## src/rtl/booth_div.sv

```systemverilog
// Sequential signed divider: restoring radix-2 on operand magnitudes, one quotient
// bit per clock, sign fix-up on the completing edge (C truncating semantics).
module booth_div #(
  parameter int WIDTH = 16
) (
  input  logic             clk,
  input  logic             rst,
  input  logic             en,
  input  logic [WIDTH-1:0] A,
  input  logic [WIDTH-1:0] B,
  output logic             busy,
  output logic [WIDTH-1:0] Q,
  output logic [WIDTH-1:0] R,
  output logic             dbz,
  output logic [1:0]       dbg_state
);

  // Handshake: en is a level request, accepted on a rising edge only while idle
  // and armed; busy is high from the accepting edge until the completing edge,
  // where Q/R/dbz update. A request must see en low on some edge before the
  // next acceptance, so en held high across completion never retriggers.

  typedef enum logic [1:0] {
    S_IDLE = 2'd0,
    S_CALC = 2'd1,
    S_SIGN = 2'd2,
    S_ZERO = 2'd3
  } state_t;

  localparam int               CNT_W    = $clog2(WIDTH + 1);
  localparam logic [CNT_W-1:0] CNT_INIT = CNT_W'(WIDTH);
  localparam logic [CNT_W-1:0] CNT_ONE  = CNT_W'(1);
  localparam logic [WIDTH-1:0] ONE      = WIDTH'(1);

  state_t           state_q, state_d;
  logic             armed_q, armed_d;
  logic [CNT_W-1:0] cnt_q, cnt_d;
  logic [WIDTH-1:0] rem_q, rem_d;
  logic [WIDTH-1:0] quo_q, quo_d;
  logic [WIDTH-1:0] dvs_q, dvs_d;
  logic [WIDTH-1:0] a_q, a_d;
  logic             sgnq_q, sgnq_d;
  logic             sgnr_q, sgnr_d;
  logic [WIDTH-1:0] q_q, q_d;
  logic [WIDTH-1:0] r_q, r_d;
  logic             dbz_q, dbz_d;

  logic             accept;
  logic [WIDTH-1:0] abs_a, abs_b;
  logic [WIDTH:0]   rem_sh, diff;
  logic             ge;

  always_comb begin
    state_d = state_q;
    armed_d = armed_q;
    cnt_d   = cnt_q;
    rem_d   = rem_q;
    quo_d   = quo_q;
    dvs_d   = dvs_q;
    a_d     = a_q;
    sgnq_d  = sgnq_q;
    sgnr_d  = sgnr_q;
    q_d     = q_q;
    r_d     = r_q;
    dbz_d   = dbz_q;

    accept = (state_q == S_IDLE) && en && armed_q;
    // |-2^(WIDTH-1)| wraps to 2^(WIDTH-1), which is exact as an unsigned value.
    abs_a  = A[WIDTH-1] ? (~A + ONE) : A;
    abs_b  = B[WIDTH-1] ? (~B + ONE) : B;
    // Trial subtract is one bit wider; its top bit is the borrow.
    rem_sh = {rem_q, quo_q[WIDTH-1]};
    diff   = rem_sh - {1'b0, dvs_q};
    ge     = ~diff[WIDTH];

    if (!en) armed_d = 1'b1;

    case (state_q)
      S_IDLE: begin
        if (accept) begin
          armed_d = 1'b0;
          a_d     = A;
          sgnq_d  = A[WIDTH-1] ^ B[WIDTH-1];
          sgnr_d  = A[WIDTH-1];
          quo_d   = abs_a;
          dvs_d   = abs_b;
          rem_d   = '0;
          cnt_d   = CNT_INIT;
          state_d = (B == '0) ? S_ZERO : S_CALC;
        end
      end
      S_CALC: begin
        rem_d = ge ? diff[WIDTH-1:0] : rem_sh[WIDTH-1:0];
        quo_d = {quo_q[WIDTH-2:0], ge};
        cnt_d = cnt_q - CNT_ONE;
        if (cnt_q == CNT_ONE) state_d = S_SIGN;
      end
      S_SIGN: begin
        q_d     = sgnq_q ? -quo_q : quo_q;
        r_d     = sgnr_q ? -rem_q : rem_q;
        dbz_d   = 1'b0;
        state_d = S_IDLE;
      end
      S_ZERO: begin
        q_d     = '1;
        r_d     = a_q;
        dbz_d   = 1'b1;
        state_d = S_IDLE;
      end
      default: state_d = S_IDLE;
    endcase
  end

  always_ff @(posedge clk or negedge rst) begin
    if (!rst) begin
      state_q <= S_IDLE;
      armed_q <= 1'b1;
      cnt_q   <= '0;
      rem_q   <= '0;
      quo_q   <= '0;
      dvs_q   <= '0;
      a_q     <= '0;
      sgnq_q  <= 1'b0;
      sgnr_q  <= 1'b0;
      q_q     <= '0;
      r_q     <= '0;
      dbz_q   <= 1'b0;
    end else begin
      state_q <= state_d;
      armed_q <= armed_d;
      cnt_q   <= cnt_d;
      rem_q   <= rem_d;
      quo_q   <= quo_d;
      dvs_q   <= dvs_d;
      a_q     <= a_d;
      sgnq_q  <= sgnq_d;
      sgnr_q  <= sgnr_d;
      q_q     <= q_d;
      r_q     <= r_d;
      dbz_q   <= dbz_d;
    end
  end

  assign busy      = (state_q != S_IDLE);
  assign Q         = q_q;
  assign R         = r_q;
  assign dbz       = dbz_q;
  assign dbg_state = state_q;

endmodule

```

## config.mk

```make
export PLATFORM = sky130hd
export DESIGN_NAME = booth_div
export DESIGN_NICKNAME = d
export VERILOG_FILES = /design/src/rtl/booth_div.sv
export SDC_FILE = /design/constraint.sdc
export NUM_CORES = 1
export LEC_CHECK = 0
export CAP_MARGIN = 25
export CORE_ASPECT_RATIO = 1.5
export CORE_MARGIN = 5
export CORE_UTILIZATION = 55
export DETAILED_ROUTE_END_ITERATION = 7
export GPL_TIMING_DRIVEN = 0
export PLACE_DENSITY = 0.78
export SLEW_MARGIN = 20
export SYNTH_ARGS = -nofsm -noshare
export SYNTH_HDL_FRONTEND = slang
export SYNTH_SLANG_ARGS = --single-unit
export TNS_END_PERCENT = 30
```

## constraint.sdc

```tcl
create_clock -name clk -period 8.01 [get_ports clk]
set_input_delay 0.801 -clock clk [delete_from_list [all_inputs] [get_ports clk]]
set_output_delay 0.801 -clock clk [all_outputs]
set_load 0.01 [all_outputs]
```

## Word level (Yosys, flattened, before mapping)

Index checks and enable logic that the tools add are counted.
W data, S select, Z words.

- Input port bits: 35
- Logic and storage cells: 60
- Output and inout port bits: 36
- Register bits: 107

- Mux-type cells: 21
- Reduce and logical (&&, ||, !) cells: 11
- Add/sub/neg operators: 6
- Equality and inequality tests: 6
- Bitwise operators: 4

Operator list:

| cell | count |
|---|---|
| $pmux W16 S2 | 4 |
| $mux W16 | 7 |
| $add A16 B1 Y16 const B | 2 |
| $neg A16 Y16 | 2 |
| $not A16 Y16 | 2 |
| $sub A17 B16 Y17 | 1 |
| $logic_not A16 Y1 | 1 |
| $pmux W5 S2 | 1 |
| $mux W2 | 3 |
| $pmux W2 S3 | 1 |
| $reduce_and A2 Y1 | 3 |
| $reduce_bool A2 Y1 | 3 |
| $eq A5 B1 Y1 const B | 1 |
| $mux W5 | 1 |
| $sub A5 B1 Y5 const B | 1 |
| $eq A2 B2 Y1 const B | 2 |
| $ne A2 B2 Y1 const B | 2 |
| $mux W1 | 3 |
| $eq A2 B1 Y1 const B | 1 |
| $logic_and A1 B1 Y1 | 2 |
| $logic_not A2 Y1 | 1 |
| $pmux W1 S2 | 1 |
| $reduce_or A2 Y1 | 1 |
| $not A1 Y1 | 1 |
| $xor A1 B1 Y1 | 1 |

## Depth between registers and ports, before layout

Gate-level depths: netlist of run 1.

- Word-level depth: 5
- Gate-level depth with buffers: 11
- Depth with buffers taken out: 10

## Worst setup path before layout of run 1

OpenSTA, ideal clock, no wires.

- Path kind: register to register
- Start: register quo_q[15]
- End: register rem_q[8]
- Path buffers: 1
- Setup time: 133 ps
- Cell stages (with the launch flop): 12
- Period minus slack after synthesis: 2847 ps
- Data arrival time: 2714 ps
- Path slack: 5163 ps
- Data required time: 7877 ps
- Path through: dfrtp_1 -> inv_1 -> ha_1 -> fa_1 -> nand2b_1 -> a21oi_1 -> o211ai_1 -> o311a_1 -> a211oi_4 -> buf_6 -> mux2i_1 -> o21ai_0

- Cells in the longest elaborated chain, start to end: 3

RTL lines:

| element | line | source |
|---|---|---|
| start: declaration | 39 | `logic [WIDTH-1:0] quo_q, quo_d;` |
| start signal: assignment | 133 | `quo_q <= quo_d;` |
| $sub A17 B16 Y17 | 73 | `diff = rem_sh - {1'b0, dvs_q};` |
| $mux W16 | 93 | `rem_d = ge ? diff[WIDTH-1:0] : rem_sh[WIDTH-1:0];` |
| $pmux W16 S2 | 78 | `case (state_q)` |
| end signal: assignment | 132 | `rem_q <= rem_d;` |
| end: declaration | 38 | `logic [WIDTH-1:0] rem_q, rem_d;` |

Every way passes these cells.
A chain may end at the register's enable or synchronous reset.

## Worst setup path after layout of run 1

- Start: register quo_q[15]
- End: register rem_q[12]

Same word-level chain as after synthesis.

==> results.toml, run 1 <==
[floorplan]
rows = 48
die_area_um2 = 13950
start_util = 0.5585
core_um2 = 11470
die_h_um = 142.2
die_width_um = 98.12
pin_count = 71

[power]
p_leak_nw = 3.313
power_density_nw_per_um2 = 451.3
ir_drop_mv = 0.1645
power_mw = 3.439

[worst_setup_path]
slowest_stage = "a211oi_4"
path_max_fanout = 10
critPathTopFamily = "compound AO/OA/AOI/OAI gates"
reg2reg_depth = 11
critPathKind = "reg -> reg"
startpoint_type = "flip-flop"
worstPathCellList = "inv_1 -> ha_1 -> fa_1 -> nand2b_1 -> a21oi_1 -> o211ai_1 -> o311a_1 -> a211oi_4 -> buf_6 -> mux2i_1 -> o21ai_0"
slowest_delay_ns = 0.57
worst-path-buf-inv = 2
critPathRequiredTime_ns = 8.21
r2r-start = "quo_q[15]"
r2r_slack_ns = 4.56
rr_endpoint = "rem_q[12]"
cp-end-kind = "flip-flop"
arrival_ns = 3.65

[sta]
skew_ns = 0.01322
fin_setup_tns_ns = 0
setup_violations = 0
min_period_ns = 3.449
rsz0062_at_grt = "no"
layout_worst_path_cycle_share = 0.4305
hold_ws_ns = 0.3621
slew_violations = 0
clock.fmax_mhz = 290.0
worst_slew_pin_slew_ns = 0.6753
layout_setup_ws_ns = 4.561
maxSlewHeadroom = 0.5498
hold_viol_final = 0

[finish]
drive_gt1_frac = 0.05446
fillers = 950
multi_input_area_um2 = 3442
final_common_cell = "nand2_1"
num_antenna_cells = 0
area_delta_synth_final_pct = 18.95
fin_cells = 958
nets = 861
final_area_um2 = 7620
mostFrequentLayoutCells = "135 x nand2_1, 105 x dfrtp_1, 92 x o21ai_0, 69 x clkdlybuf4s50_1, 38 x xor2_1"
ff_latch_area_um2 = 2654
utilization = 0.6643

[synth]
yosysWarningCount = 0
synth_edf_count = 0
synthFlopType = "dfrtp_1"
synth_nets = 779
synth_top_area_frac = 0.4102
synthCells = 721
seq_area_frac_synth = 0.4143
synthArstFlopShare = 1.000
syn_area_um2 = 6406
yosys.area.top_type = "dfrtp_1"
yosys-top-cells-area = "dfrtp_1 41%, nand2_1 7.9%, o21ai_0 7.2%, xor2_1 5.2%, ha_1 4.3%"
avgSynthCellArea_um2 = 8.885
synth_cell_type_count = 59
synth_seq_cells = 106

[grt]
grt_first_pass_wirelength_um = 27390
grt_pass1_vias = 5785
grt_use_total = 0.2474
grt_max_degree = 62
grt_overflow_total = 0
grt_antenna_before_repair = 0

[placed_design]
dp_cells = 942
placement.cell_area_um2 = 7323
globalplace.congestion = 0.9381
io_buffers = 70
hpwl_um = 13230
dp_slack_ns = 4.603

[clock_network]
cts.clk_slew.worst_paths_ns = 0.08
cts_root_buf = "clkbuf_16"
cts_setup_buffers = 0
h-tree-depth = 3
cts_resized = 0
clock_sinks = 106
numCtsBuffers = 9
post_cts_hold_buffer_count = 0
insertion_delay_ns = 0.35
cts_tree = "yes"
clock_path_buffers = 2

[route]
via_per_inst = 5.830
ant_nets = 0
wirelength_um = 17070
wl_met2_um = 9183
drtIter0Drc = 268
wl_met1_um = 5934
firstDrtPassIters = 5
wl_met3_um = 923
drc = 0
wl_per_cell_um = 17.81
top_layer = "met4"
via_count = 5585

[worst_hold_path]
hold_class = "in -> async"

[run_status]
run_status = "complete, no violations"

[run]
max-cap-violations = 0
==> layout make-up <==
| cell class | count | area share |
|---|---|---|
| Clock buffer | 11 | 0.03186 |
| Tap cell | 150 | 0.02463 |
| Inverter | 36 | 0.01773 |
| Sequential cell | 106 | 0.3483 |
| Timing Repair Buffer | 71 | 0.09573 |
| Buffer | 33 | 0.02299 |
| Multi-Input combinational cell | 546 | 0.4517 |
| Clock inverter | 5 | 0.007061 |
==> cell families (layout without fill, tap and decap cells) <==
group	after synthesis	count (layout)	synth area share
buffers and inverters	69	156	0.04844
muxes	31	31	0.05098
and+or+nand+nor	239	239	0.1699
DFF	106	106	0.4143
xor gates and xnor gates	65	65	0.08887
adders and majority gates	23	23	0.04609
AOI/OAI and AO/OA	188	188	0.1814
==> Yosys cell counts (12+ instances only) <==
library cell    n
o21ai_0        92
o31ai_1        12
o22a_1         16
a21oi_1        31
dfrtp_1       105
mux2_2         13
inv_1          36
nand2_1       135
nor2_1         28
xor2_1         38
mux2i_1        18
or3_1          15
ha_1           22
clkbuf_1       25
xnor2_1        27
nand2b_1       12
==> per-layer routing <==
metal,GRT usage,vias up
li1,-,2658
met1,0.2422,2672
met2,0.4724,186
met3,0.04610,69
met4,0.1532,0
met5,0,-
==> registers in the layout (all words and copies together) (netlist names) <==
| register | cells |
|---|---|
| sgnq_q | 1 |
| dbz | 1 |
| quo_q | 16 |
| rem_q | 16 |
| dbg_state | 2 |
| dvs_q | 16 |
| Q | 16 |
| a_q | 16 |
| R | 16 |
| cnt_q | 5 |
| armed_q | 1 |
==> where the power goes <==
part	leakage, nW	total (mW)	internal, mW	switching [mW]
clock	0.149	0.450	0.250	0.200
combinational	1.88	1.96	0.896	1.06
sequential	1.28	1.03	0.793	0.238
total	3.31	3.44	1.94	1.50
==> worst max path at each step <==
stage | from | to | depth (start not counted)
3_5_place_dp | quo_q[15] | rem_q[12] | 11
5_1_grt | quo_q[15] | rem_q[6] | 11
3_3_place_gp | rst | dvs_q[14] | 1
2_1_floorplan | quo_q[15] | rem_q[8] | 11
6_report | quo_q[15] | rem_q[12] | 11
4_1_cts | quo_q[15] | rem_q[12] | 11
Note: power is estimated with default switching activity, not from simulation.
==> run 2: changes to the inputs <==
- clock period: 8.01 -> 3.2 ns (I/O delays scaled with it)
==> run 2 against run 1 <==
  * Die area unchanged
  * Final area is 0.44% higher
  * Sequential share of layout area is 0.15 points lower
  * Critical path depth did not move
  * Wire length up 0.30%
  * Fmax up 14%
  * Clock skew down 0.0020 ns
  * Power grew to 2.5 times the previous value
  * Final cell count increased by 0.21%
  * Hold slack better by 0.092 ns
  * Critical path type unchanged
  * Largest cell class unchanged
==> results.toml, run 2 (synthesis gave the netlist of run 1 again) <==
[worst_setup_path]
slowest_stage = "o32ai_1"
critPathKind = "reg -> reg"
startpoint_type = "flip-flop"
critPathRequiredTime_ns = 3.49
slowest_delay_ns = 0.42
path_max_fanout = 8
cp-end-kind = "flip-flop"
arrival_ns = 3.30
worstPathCellList = "inv_1 -> ha_1 -> fa_1 -> nand2b_1 -> a21oi_2 -> o211ai_1 -> o32ai_1 -> a211oi_4 -> buf_12 -> nor4b_1 -> a211o_1"

[grt]
grtUsageMet1 = 0.2425
grt_pass1_vias = 5795
grt_first_pass_wirelength_um = 27430
grt_use_total = 0.2477
grtUsageMet2 = 0.4731
grt_antenna_before_repair = 0
busiest_layer = "met2"
grt_max_degree = 62
grt_overflow_total = 0
use_met3 = 0.04610

[power]
p_leak_nw = 3.327
ir_drop_mv = 0.4171
power_density_nw_per_um2 = 1136

[route]
drc = 0
ant_nets = 0
drtIter0Drc = 251
via_per_inst = 5.841
via_count = 5607
wirelength_um = 17120
wl_per_cell_um = 17.83
firstDrtPassIters = 5

[sta]
hold_viol_final = 0
worst_slew_pin_slew_ns = 0.6655
maxSlewHeadroom = 0.5563
rsz0062_at_grt = "no"
setup_violations = 0
layout_worst_path_cycle_share = 0.9418
clock.fmax_mhz = 331.8
min_period_ns = 3.014
slew_violations = 0
skew_ns = 0.01122

[floorplan]
die_width_um = 98.12
rows = 48
die_area_um2 = 13950
pin_count = 71
core_um2 = 11470
die_h_um = 142.2
start_util = 0.5585

[finish]
drive_gt1_frac = 0.05679
nets = 863
mostFrequentLayoutCells = "135 x nand2_1, 105 x dfrtp_1, 92 x o21ai_0, 69 x clkdlybuf4s50_1, 38 x xor2_1"
final_area_um2 = 7654
area_delta_synth_final_pct = 19.47
num_antenna_cells = 0
final_common_cell = "nand2_1"
utilization = 0.6672

[placed_design]
placement.cell_area_um2 = 7323
io_buffers = 70
hpwl_um = 13230
globalplace.congestion = 0.9381

[run_status]
run_status = "complete, no violations"

[clock_network]
insertion_delay_ns = 0.35
cts_tree = "yes"
numCtsBuffers = 9
clock_path_buffers = 2
cts_root_buf = "clkbuf_16"
cts.clk_slew.worst_paths_ns = 0.07
h-tree-depth = 3
clock_sinks = 106

[run]
max-cap-violations = 0

[worst_hold_path]
hold_class = "in -> async"
-- run 2: cell types whose count changed in the layout (fill, tap and decap cells not counted), sizes merged --
cell	change
buf	+1
dlygate4sd3	+1
-- run 2: routing by layer --
layer / wire length (µm) / part of all wire
met5: 0 / 0
met4: 1053 / 0.062
met3: 916 / 0.054
met2: 9173 / 0.54
met1: 5975 / 0.35
-- run 2: per-stage QoR --
step | std cells | setup WS, ns | hold WS (ns) | total power [mW] | setup TNS, ns
final | 960 | 0.1861 | 0.4545 | 8.696 | 0
after global routing | 960 | 0.01891 | 0.5023 | 9.336 | 0
after CTS | 960 | 0.06314 | 0.4701 | 8.674 | 0
after detailed placement | 942 | -0.2074 | 0.2746 | 7.441 | -1.563
after global placement | 941 | -2.005 | 0.4505 | 7.230 | -211.97
after floorplan | 721 | 0.3534 | 0.02441 | 5.904 | 0
-- run 2: area by class of cell --
cell class / instances / area [µm²]
fillers: 948 / 3817
multi-input cells: 546 / 3446
flip-flops and latches: 106 / 2654
repair buffers: 73 / 759.5
clock buffers: 11 / 242.7
well taps: 150 / 187.7
plain buffers: 33 / 175.2
inverters: 36 / 135.1
clock inverters: 5 / 53.80
-- run 2: timing repair --
action	CTS	global route
endpoints found under the hold margin	45	0
setup endpoints to repair	17	13
pin swaps	1	1
resized for setup	0	1
hold buffers	1	0
setup buffers	1	0
-- run 2: critical path, delay by kind of cell (launching register included) --
family	cells	cell delay, ns
buffers and inverters	2	0.26
AO/OA/AOI/OAI	5	1.11
flip-flops	1	0.37
adder cells (fa/ha/maj)	2	0.64
AND/OR/NAND/NOR	2	0.56
-- run 2: worst paths after layout --
check                          start         to  slack (ns)  cells after the start
max                        quo_q[15]   rem_q[7]        0.19                     11
min                              rst      Q[11]        0.45                      2
max reg2reg                quo_q[15]   rem_q[7]        0.19                     11
min reg2reg                  armed_q    armed_q        0.47                      2
max in group asynchronous        rst  rem_q[10]        2.08                      3
min in group clk             armed_q    armed_q        0.47                      2
-- run 2: where the power goes --
| part | leakage (nW) | internal (mW) | total (mW) | switching, mW |
|---|---|---|---|---|
| Sequential | 1.28 | 1.99 | 2.58 | 0.597 |
| Clock | 0.149 | 0.626 | 1.12 | 0.496 |
| Combinational | 1.90 | 2.31 | 4.99 | 2.68 |
